--- config.mk ---
export PLATFORM = sky130hd
export DESIGN_NAME = ddr3_cmd_gen
export DESIGN_NICKNAME = d
export VERILOG_FILES = /design/src/rtl/ddr3_cmd_gen.sv
export SDC_FILE = /design/constraint.sdc
export NUM_CORES = 1
export LEC_CHECK = 0
export CAP_MARGIN = 25
export CELL_PAD_IN_SITES_DETAIL_PLACEMENT = 0
export CELL_PAD_IN_SITES_GLOBAL_PLACEMENT = 1
export CORE_ASPECT_RATIO = 0.5
export CORE_UTILIZATION = 27
export CTS_BUF_LIST = sky130_fd_sc_hd__clkbuf_16
export DETAILED_ROUTE_END_ITERATION = 10
export PLACE_DENSITY_LB_ADDON = 0.12
export SLEW_MARGIN = 10
export SYNTH_ARGS = -nofsm -noshare
export SYNTH_HDL_FRONTEND = slang
export SYNTH_SLANG_ARGS = --single-unit
--- constraint.sdc ---
create_clock -name clk -period 3.4 [get_ports clk]
set_clock_uncertainty 0.2 [all_clocks]
set_input_delay 0.51 -clock clk [delete_from_list [all_inputs] [get_ports clk]]
set_output_delay 0.51 -clock clk [all_outputs]
set_load 0.05 [all_outputs]
--- src/rtl/ddr3_cmd_gen.sv ---
// DDR3 command generator: round-robin arbitration of bank FSM requests with tRRD/tCCD/tWTR
// spacing and registered command pins. Define DDR3_CMD_GEN_REFRESH_EN for the auto-refresh scheduler.

package ddr3_cmd_gen_pkg;
  typedef enum logic [2:0] {
    CMD_NOP   = 3'd0,
    CMD_ACT   = 3'd1,
    CMD_READ  = 3'd2,
    CMD_WRITE = 3'd3,
    CMD_PRE   = 3'd4,
    CMD_REF   = 3'd5
  } ddr3_cmd_t;
endpackage

module ddr3_cmd_gen
  import ddr3_cmd_gen_pkg::*;
#(
  parameter int NUM_BANKS    = 4,
  parameter int ADDR_WIDTH   = 14,
  parameter int TRRD_CYCLES  = 4,
  parameter int TCCD_CYCLES  = 4,
  parameter int TWTR_CYCLES  = 4,
  parameter int TREFI_CYCLES = 6240,
  parameter int TRFC_CYCLES  = 88
) (
  input  logic                         clk,
  input  logic                         rst_n,
  input  logic [NUM_BANKS-1:0]         bank_cmd_valid,
  input  ddr3_cmd_t                    bank_cmd_type [NUM_BANKS],
  input  logic [ADDR_WIDTH-1:0]        bank_cmd_addr [NUM_BANKS],
  input  logic [NUM_BANKS-1:0]         bank_busy,
  output logic [NUM_BANKS-1:0]         bank_cmd_grant,
  output logic                         ddr3_cs_n,
  output logic                         ddr3_ras_n,
  output logic                         ddr3_cas_n,
  output logic                         ddr3_we_n,
  output logic [$clog2(NUM_BANKS)-1:0] ddr3_ba,
  output logic [ADDR_WIDTH-1:0]        ddr3_addr,
  output logic                         ref_busy,
  output logic                         ref_overrun
);

  localparam int BAW  = $clog2(NUM_BANKS);
  localparam int TMAX = (TRRD_CYCLES > TCCD_CYCLES)
                      ? ((TRRD_CYCLES > TWTR_CYCLES) ? TRRD_CYCLES : TWTR_CYCLES)
                      : ((TCCD_CYCLES > TWTR_CYCLES) ? TCCD_CYCLES : TWTR_CYCLES);
  localparam int CNTW = $clog2(TMAX + 1);

  typedef logic [CNTW-1:0] cnt_t;
  localparam cnt_t TRRD_LOAD = cnt_t'(TRRD_CYCLES - 1);
  localparam cnt_t TCCD_LOAD = cnt_t'(TCCD_CYCLES - 1);
  localparam cnt_t TWTR_LOAD = cnt_t'(TWTR_CYCLES - 1);
  localparam cnt_t CNT_ONE   = cnt_t'(1);

  typedef struct packed {
    logic                  cs_n;
    logic                  ras_n;
    logic                  cas_n;
    logic                  we_n;
    logic [BAW-1:0]        ba;
    logic [ADDR_WIDTH-1:0] addr;
  } pins_t;

  pins_t          pins_q, pins_d;
  logic [BAW-1:0] rr_ptr_q, rr_ptr_d;
  cnt_t           trrd_q, trrd_d, tccd_q, tccd_d, twtr_q, twtr_d;

  logic [NUM_BANKS-1:0] eligible, grant;
  logic                 gnt_found;
  logic [BAW-1:0]       gnt_idx, scan_idx;
  ddr3_cmd_t            gnt_type;
  logic                 act_block, grant_block, ref_issue;

  // Eligibility and round-robin search starting at the pointer.
  always_comb begin
    // NOTE: every comb output gets a default before any branch, so no latches are inferred.
    eligible = '0;
    for (int b = 0; b < NUM_BANKS; b++) begin
      if (bank_cmd_valid[BAW'(b)]) begin
        case (bank_cmd_type[BAW'(b)])
          CMD_ACT:   eligible[BAW'(b)] = (trrd_q == '0) && !act_block;
          CMD_READ:  eligible[BAW'(b)] = (tccd_q == '0) && (twtr_q == '0);
          CMD_WRITE: eligible[BAW'(b)] = (tccd_q == '0);
          CMD_PRE:   eligible[BAW'(b)] = 1'b1;
          default:   eligible[BAW'(b)] = 1'b0;
        endcase
      end
    end
    if (grant_block) eligible = '0;

    gnt_found = 1'b0;
    gnt_idx   = '0;
    scan_idx  = '0;
    for (int i = 0; i < NUM_BANKS; i++) begin
      scan_idx = BAW'((int'(rr_ptr_q) + i) % NUM_BANKS);
      if (!gnt_found && eligible[scan_idx]) begin
        gnt_found = 1'b1;
        gnt_idx   = scan_idx;
      end
    end
    grant = '0;
    if (gnt_found) grant[gnt_idx] = 1'b1;
    gnt_type = gnt_found ? bank_cmd_type[gnt_idx] : CMD_NOP;
  end

  // Reset must withdraw the grant at once, even though the request inputs may still be high.
  assign bank_cmd_grant = grant & {NUM_BANKS{rst_n}};

  always_comb begin
    pins_d = pins_q;
    pins_d.cs_n = 1'b0;
    {pins_d.ras_n, pins_d.cas_n, pins_d.we_n} = 3'b111;
    rr_ptr_d = rr_ptr_q;
    trrd_d = (trrd_q != '0) ? trrd_q - CNT_ONE : trrd_q;
    tccd_d = (tccd_q != '0) ? tccd_q - CNT_ONE : tccd_q;
    twtr_d = (twtr_q != '0) ? twtr_q - CNT_ONE : twtr_q;
    if (gnt_found) begin
      rr_ptr_d = (gnt_idx == BAW'(NUM_BANKS - 1)) ? '0 : gnt_idx + BAW'(1);
      pins_d.ba   = gnt_idx;
      pins_d.addr = bank_cmd_addr[gnt_idx];
      case (gnt_type)
        CMD_ACT: begin
          {pins_d.ras_n, pins_d.cas_n, pins_d.we_n} = 3'b011;
          trrd_d = TRRD_LOAD;
        end
        CMD_READ: begin
          {pins_d.ras_n, pins_d.cas_n, pins_d.we_n} = 3'b101;
          tccd_d = TCCD_LOAD;
        end
        CMD_WRITE: begin
          {pins_d.ras_n, pins_d.cas_n, pins_d.we_n} = 3'b100;
          tccd_d = TCCD_LOAD;
          twtr_d = TWTR_LOAD;
        end
        CMD_PRE: {pins_d.ras_n, pins_d.cas_n, pins_d.we_n} = 3'b010;
        default: ;
      endcase
    end else if (ref_issue) begin
      {pins_d.ras_n, pins_d.cas_n, pins_d.we_n} = 3'b001;
      pins_d.ba   = '0;
      pins_d.addr = '0;
    end
  end

  always_ff @(posedge clk or negedge rst_n) begin
    if (!rst_n) begin
      // NOTE: sequential state uses non-blocking assignments so every flop samples pre-edge values.
      pins_q   <= '{cs_n: 1'b1, ras_n: 1'b1, cas_n: 1'b1, we_n: 1'b1, ba: '0, addr: '0};
      rr_ptr_q <= '0;
      trrd_q   <= '0;
      tccd_q   <= '0;
      twtr_q   <= '0;
    end else begin
      pins_q   <= pins_d;
      rr_ptr_q <= rr_ptr_d;
      trrd_q   <= trrd_d;
      tccd_q   <= tccd_d;
      twtr_q   <= twtr_d;
    end
  end

  assign ddr3_cs_n  = pins_q.cs_n;
  assign ddr3_ras_n = pins_q.ras_n;
  assign ddr3_cas_n = pins_q.cas_n;
  assign ddr3_we_n  = pins_q.we_n;
  assign ddr3_ba    = pins_q.ba;
  assign ddr3_addr  = pins_q.addr;

`ifdef DDR3_CMD_GEN_REFRESH_EN
  localparam int REFIW = $clog2(TREFI_CYCLES + 1);
  localparam int RFCW  = $clog2(TRFC_CYCLES + 1);
  localparam logic [REFIW-1:0] REFI_LOAD = REFIW'(TREFI_CYCLES - 1);
  localparam logic [RFCW-1:0]  RFC_LOAD  = RFCW'(TRFC_CYCLES);

  logic [REFIW-1:0] refi_q, refi_d;
  logic [RFCW-1:0]  rfc_q, rfc_d;
  logic             ref_pending_q, ref_pending_d, ref_overrun_q, ref_overrun_d;

  assign act_block   = ref_pending_q;
  assign grant_block = (rfc_q != '0);
  // REFRESH only takes an otherwise idle command slot with every bank closed.
  assign ref_issue   = ref_pending_q && (bank_busy == '0) && !gnt_found && (rfc_q == '0);

  always_comb begin
    refi_d        = (refi_q == '0) ? REFI_LOAD : refi_q - REFIW'(1);
    rfc_d         = ref_issue ? RFC_LOAD : ((rfc_q != '0) ? rfc_q - RFCW'(1) : rfc_q);
    ref_pending_d = ref_pending_q;
    ref_overrun_d = ref_overrun_q;
    if (ref_issue) ref_pending_d = 1'b0;
    if (refi_q == '0) begin
      ref_pending_d = 1'b1;
      if (ref_pending_q) ref_overrun_d = 1'b1;
    end
  end

  always_ff @(posedge clk or negedge rst_n) begin
    if (!rst_n) begin
      refi_q        <= REFI_LOAD;
      rfc_q         <= '0;
      ref_pending_q <= 1'b0;
      ref_overrun_q <= 1'b0;
    end else begin
      refi_q        <= refi_d;
      rfc_q         <= rfc_d;
      ref_pending_q <= ref_pending_d;
      ref_overrun_q <= ref_overrun_d;
    end
  end

  assign ref_busy    = ref_pending_q | (rfc_q != '0);
  assign ref_overrun = ref_overrun_q;
`else
  logic unused_bank_busy;
  assign unused_bank_busy = ^bank_busy;
  assign act_block   = 1'b0;
  assign grant_block = 1'b0;
  assign ref_issue   = 1'b0;
  assign ref_busy    = 1'b0;
  assign ref_overrun = 1'b0;
`endif

endmodule

==> flow_summary_export.csv, run 1 <==
group,metric,value,unit
grt,overflow,0,
grt,grt_pass1_wl,6940,um
grt,grt_max_degree,29,
setup_path,cp-start-kind,"input pin",
logic_synthesis,syn_area_per_cell,10.7,sq um
cts,numCtsBuffers,5,
logic_synthesis,synth.most_common_cell,"dfrtp_1",
status,violations,"design-rule violations",
power,p_total,1890,uW
logic_synthesis,ys.flop_type,"dfrtp_1",
cts,htreeDepth,2,
place,dpl_cell_area,0.00245,sq mm
detailed_routing,drc,2,
power,ir_worst_vdd,0.238,mV
setup_path,path_cells,"clkdlybuf4s50_1 -> nor4bb_1 -> o21bai_1 -> a21oi_1 -> nor2_1 -> buf_4 -> ha_1 -> and3_1 -> buf_12",
power,p_sw_frac,0.389,
layout,fin_util,0.422,
die,die_w,115,um
logic_synthesis,synthCells,161,
setup_path,worstSetupStartpoint,"bank_cmd_type[9]",
setup_path,cp_max_fo,6,
die,initial_utilization,0.282,
detailed_routing,drt_iter0_drc,56,
setup_path,worstSetupPathType,"input pin to output port",
setup_path,worstPathArrival,2490,ps
setup_path,r2r_start,"tccd_q[0]",
power,p_leak,0.00121,uW
sta,worst_slew_pin_slew,512,ps
cts,cts-root-buf,"clkbuf_16",
sta,max_clock_freq,0.312,GHz
sta,relSlewSlack,0.657,
job,drv_cap,0,
sta,slew_viol_final,0,
place,gp_congestion,0.709,
cts,numClockSinks,31,
power,p_sw,733,uW
sta,final.setup.tns,0,ps
setup_path,rrSetupSlack,770,ps
power,p_int,1150,uW
cts,clk_pin_slew_worst_paths,50,ps
cts,insertion_delay,270,ps
layout,nNetsFinal,319,
detailed_routing,postRouteWirelength,4360,um
detailed_routing,drt_pass1_iterations,7,
grt,grt_pass1_vias,1361,
logic_synthesis,synth_cell_type_count,43,
logic_synthesis,synth_edf_count,0,
detailed_routing,vias,1443,
cts,clockBufferDepth,2,
logic_synthesis,async_flop_share,1.00,
power,p_comb_frac,0.469,
detailed_routing,wl_per_cell,13.6,um
layout,stdcell_area,0.00259,sq mm
sta,finalCritPeriodShare,0.942,
die,die-area,0.00674,sq mm
power,pwr-share-clk,0.219,
setup_path,crit_required,2690,ps
logic_synthesis,ys_seq_area_frac,0.452,
logic_synthesis,synth_top_area_cell,"dfrtp_1",
setup_path,critPathBufInv,3,
status,status,"finished, violations left",
grt,track_usage,0.139,
sta,min_period,3200,ps
layout,antenna_cells,0,
place,portBuffers,59,
setup_path,slowest_stage,"clkdlybuf4s50_1",
cts,tritoncts,"built",
setup_path,worst_path_largest_cell_delay,570,ps
power,powerDensity,728,mW/mm^2
setup_path,end_kind,"output port",
layout,syn2layout_area_growth,49.8,%
die,ios,104,
setup_path,cp_top_family,"buffers and inverters",
logic_synthesis,yosys.area.top_type_share,0.391,
detailed_routing,vias_per_cell,4.51,
logic_synthesis,synthTopCellsByArea,"dfrtp_1 39%, ha_1 7.2%, and3_1 6.9%",
power,seqPwrFrac,0.313,
die,core,0.00613,sq mm
logic_synthesis,synth_commonest_cells,"27 x dfrtp_1, 19 x and3_1, 11 x inv_1",
sta,finalSetupViolations,0,
min_path,hp-start,"rr_ptr_q[1]",
sta,grt_setup_unrepaired,"no",
sta,hold_viol_final,0,
die,fp.dieH,58.6,um
place,hpwl,3190,um
detailed_routing,ant_nets,0,
logic_synthesis,yosysWarnings,0,
layout,drive_gt1_frac,0.159,
min_path,hold_path_class,"flip-flop to flip-flop",
die,num_rows,20,
logic_synthesis,yosys_register_bits,31,
grt,antenna_found_initial,0,
logic_synthesis,synth_area,0.00173,sq mm
==> through the flow <==
step | worst slack [ps] | hold WS (ps) | std cells
5_1_grt | 32.4 | 316 | 320
2_1_floorplan | 568 | 14.4 | 166
6_report | 197 | 294 | 320
3_5_place_dp | 216 | 285 | 312
4_1_cts | 147 | 297 | 320
3_3_place_gp | 207 | 281 | 312
==> path summary, 6_finish.rpt <==
path,to,depth (start not counted)
worst min register to register,rr_ptr_q[1],2
min in group asynchronous,rr_ptr_q[1],1
worst max register to register,twtr_q[2],9
worst min-delay path,rr_ptr_q[1],2
max in group asynchronous,ddr3_cas_n,2
worst max-delay path,bank_cmd_grant[1],9
==> sequential cells by signal, indices dropped and copies added, names as in the netlist <==
name / cells
trrd_q: 3
ddr3_addr: 14
twtr_q: 3
ddr3_ba: 2
ddr3_ras_n: 1
rr_ptr_q: 2
ddr3_we_n: 1
tccd_q: 3
ddr3_cas_n: 1
ddr3_cs_n: 1
==> cell usage in the layout (no fill, tap or decap), types with 2 or more instances in the layout <==
master,n
nor2_1,7
dfstp_2,4
clkbuf_16,5
mux2_2,4
and3_1,19
xnor2_1,3
clkdlybuf4s50_1,57
nand3b_1,2
a221o_2,5
nor3b_1,3
a21oi_1,4
nor2b_1,3
a21o_2,2
o21ai_0,8
a221o_1,9
o2111ai_1,2
ha_1,10
dfrtp_1,27
buf_4,8
nand2_1,8
conb_1,7
inv_1,13
==> per-layer routing <==
layer  wire length [um]  GRT usage  vias up
met1               2240      0.194      688
li1                   -          -      719
met2               1950      0.209       32
met4                 36     0.0445        0
met3                127     0.0391        4
met5                  0          0        -
==> layout make-up <==
| cell class | instances | area (sq um) |
|---|---|---|
| Timing Repair Buffer | 66 | 651 |
| Multi-Input combinational cell | 116 | 868 |
| Inverter | 11 | 41.3 |
| Sequential cell | 31 | 781 |
| Clock inverter | 3 | 12.5 |
| Tap cell | 88 | 110 |
| Clock buffer | 5 | 125 |
| Fill cell | 605 | 3540 |
==> tightest hold or removal path, cell delays in order, from the launching register on <==
cell and delay (ps):
dfrtp_1 360, nand2_1 60, nand2_1 50
==> power by group through the flow <==
stage | logic [uW] | clock network, uW | registers (uW)
2_1_floorplan | 380 | 0 | 820
3_3_place_gp | 875 | 0 | 591
3_5_place_dp | 890 | 0 | 590
4_1_cts | 892 | 426 | 590
5_1_grt | 956 | 454 | 609
6_report | 883 | 412 | 589
==> logic make-up after synthesis <==
logic type	count (synthesis)	share of synthesized area
AO/OA/AOI/OAI	40	0.192
XOR/XNOR	3	0.0152
adder cells (fa/ha/maj)	10	0.0724
buffers and inverters	19	0.0579
flip-flops	31	0.452
multiplexers	4	0.0261
other	2	0.00435
AND/OR/NAND/NOR	52	0.180
==> timing repair <==
action,CTS,global route
setup buffers,0,0
endpoints found under the setup margin,0,1
gates resized for setup,0,1
hold buffers,0,0
Power figures use the tool's default switching activity.
==> inputs of run 2 (changes only) <==
--- a/config.mk
+++ b/config.mk
@@ -5,6 +5,7 @@
 export SDC_FILE = /design/constraint.sdc
 export NUM_CORES = 1
 export LEC_CHECK = 0
+export ABC_CLOCK_PERIOD_IN_PS = 3400
 export CAP_MARGIN = 25
 export CELL_PAD_IN_SITES_DETAIL_PLACEMENT = 0
 export CELL_PAD_IN_SITES_GLOBAL_PLACEMENT = 1
@@ -12,7 +13,7 @@
 export CORE_UTILIZATION = 27
 export CTS_BUF_LIST = sky130_fd_sc_hd__clkbuf_16
 export DETAILED_ROUTE_END_ITERATION = 10
-export PLACE_DENSITY_LB_ADDON = 0.12
+export PLACE_DENSITY = 0.87
 export SLEW_MARGIN = 10
 export SYNTH_ARGS = -nofsm -noshare
 export SYNTH_HDL_FRONTEND = slang
==> flow_summary_export.csv, run 2 (synthesis gave the netlist of run 1 again) <==
group,metric,value,unit
power,p_leak,0.00120,uW
grt,track_usage,0.135,
die,fp.dieH,58.6,um
cts,clk_pin_slew_worst_paths,50,ps
layout,drive_gt1_frac,0.157,
layout,final_cell_mix,"57 x clkdlybuf4s50_1, 27 x dfrtp_1, 19 x and3_1, 11 x inv_1, 10 x ha_1",
sta,max_clock_freq,0.316,GHz
place,hpwl,3230,um
sta,min_period,3170,ps
detailed_routing,wl_per_cell,13.5,um
layout,largest_reg_flops,14,
place,gp_congestion,0.807,
place,portBuffers,59,
grt,antenna_found_initial,0,
status,status,"complete, no violations",
layout,antenna_cells,0,
grt,overflow,0,
grt,grt_pass1_vias,1446,
grt,grt_max_degree,31,
setup_path,cp-start-kind,"flip-flop",
die,die-area,0.00674,sq mm
sta,finalSetupViolations,0,
die,num_rows,20,
detailed_routing,drc,0,
setup_path,crit_required,2690,ps
cts,numCtsBuffers,5,
detailed_routing,drt_iter0_drc,83,
sta,slew_viol_final,0,
die,ios,104,
layout,stdcell_area,0.00259,sq mm
sta,worst_slew_pin_slew,520,ps
setup_path,worstSetupPathType,"flip-flop to output port",
cts,clockBufferDepth,2,
job,drv_cap,0,
detailed_routing,ant_nets,0,
power,powerDensity,760,mW/mm^2
grt,grt_pass1_wl,6890,um
cts,numClockSinks,31,
layout,nNetsFinal,316,
sta,grt_setup_unrepaired,"no",
detailed_routing,vias,1491,
sta,finalCritPeriodShare,0.932,
place,dpl_cell_area,0.00243,sq mm
layout,mostFrequentLayoutCell,"clkdlybuf4s50_1",
cts,hold_buffers,0,
cts,htreeDepth,2,
die,initial_utilization,0.282,
detailed_routing,postRouteWirelength,4290,um
detailed_routing,vias_per_cell,4.70,
setup_path,end_kind,"output port",
min_path,hold_path_class,"flip-flop to flip-flop",
sta,final.setup.tns,0,ps
detailed_routing,drt_pass1_iterations,4,
die,core,0.00613,sq mm
die,die_w,115,um
setup_path,worstPathArrival,2460,ps
setup_path,cp_max_fo,6,
layout,syn2layout_area_growth,50.2,%
cts,insertion_delay,280,ps
power,ir_worst_vdd,0.214,mV
sta,relSlewSlack,0.652,
sta,hold_viol_final,0,
cts,cts-root-buf,"clkbuf_16",
cts,tritoncts,"built",
==> run 2: layout make-up <==
| cell class | instances | area (sq um) |
|---|---|---|
| Clock inverter | 3 | 38.8 |
| Tap cell | 88 | 110 |
| Multi-Input combinational cell | 116 | 871 |
| Sequential cell | 31 | 781 |
| Timing Repair Buffer | 63 | 628 |
| Fill cell | 562 | 3540 |
| Clock buffer | 5 | 125 |
| Inverter | 11 | 41.3 |
==> run 2: critical path, stage by stage (launching register included) <==
cell	delay [ps]
dfrtp_1	360
inv_1	110
ha_1	260
and4bb_1	290
a22oi_1	120
a21bo_2	280
nor2_2	170
inv_1	90
ha_1	190
and3_1	140
buf_4	180
==> run 2: final timing paths <==
path	from	endpoint	slack [ps]	depth (start not counted)
worst max-delay path	tccd_q[0]	bank_cmd_grant[0]	230	10
worst min-delay path	ddr3_ba[0]	ddr3_ba[0]	300	1
worst max register to register	tccd_q[0]	ddr3_we_n	820	9
worst min register to register	ddr3_ba[0]	ddr3_ba[0]	300	1
max in group asynchronous	rst_n	ddr3_we_n	2040	2
min in group asynchronous	rst_n	ddr3_cas_n	510	1
==> run 2: power breakdown <==
group / internal (uW) / switching [uW]
clock network: 341 / 154
logic: 378 / 509
registers: 509 / 80.1
total: 1230 / 743
==> run 2: per-stage QoR <==
step | instances | hold WS, ps | setup slack [ps] | utilization | power (uW)
CTS | 317 | 303 | 137 | 0.422 | 1980
finish | 317 | 298 | 232 | 0.423 | 1970
detailed placement | 309 | 280 | 160 | 0.396 | 1470
global placement | 309 | 270 | 237 | 0.396 | 1450
floorplan | 166 | 14.4 | 568 | - | 1200
global route | 317 | 306 | 37.4 | 0.423 | 2090
==> run 2: per-layer routing <==
layer,routed length [um],GRT usage,share of wire,vias to the layer above
li1,-,-,-,715
met5,0,0,0,-
met4,78,0.0668,0.018,0
met3,180,0.0350,0.042,9
met2,2130,0.229,0.50,24
met1,1900,0.164,0.44,743
==> run 2: timing repair <==
action,in CTS,in global routing
endpoints found under the setup margin,0,2
endpoints found under the hold margin,0,0
setup buffers,0,0
gates resized for setup,0,2
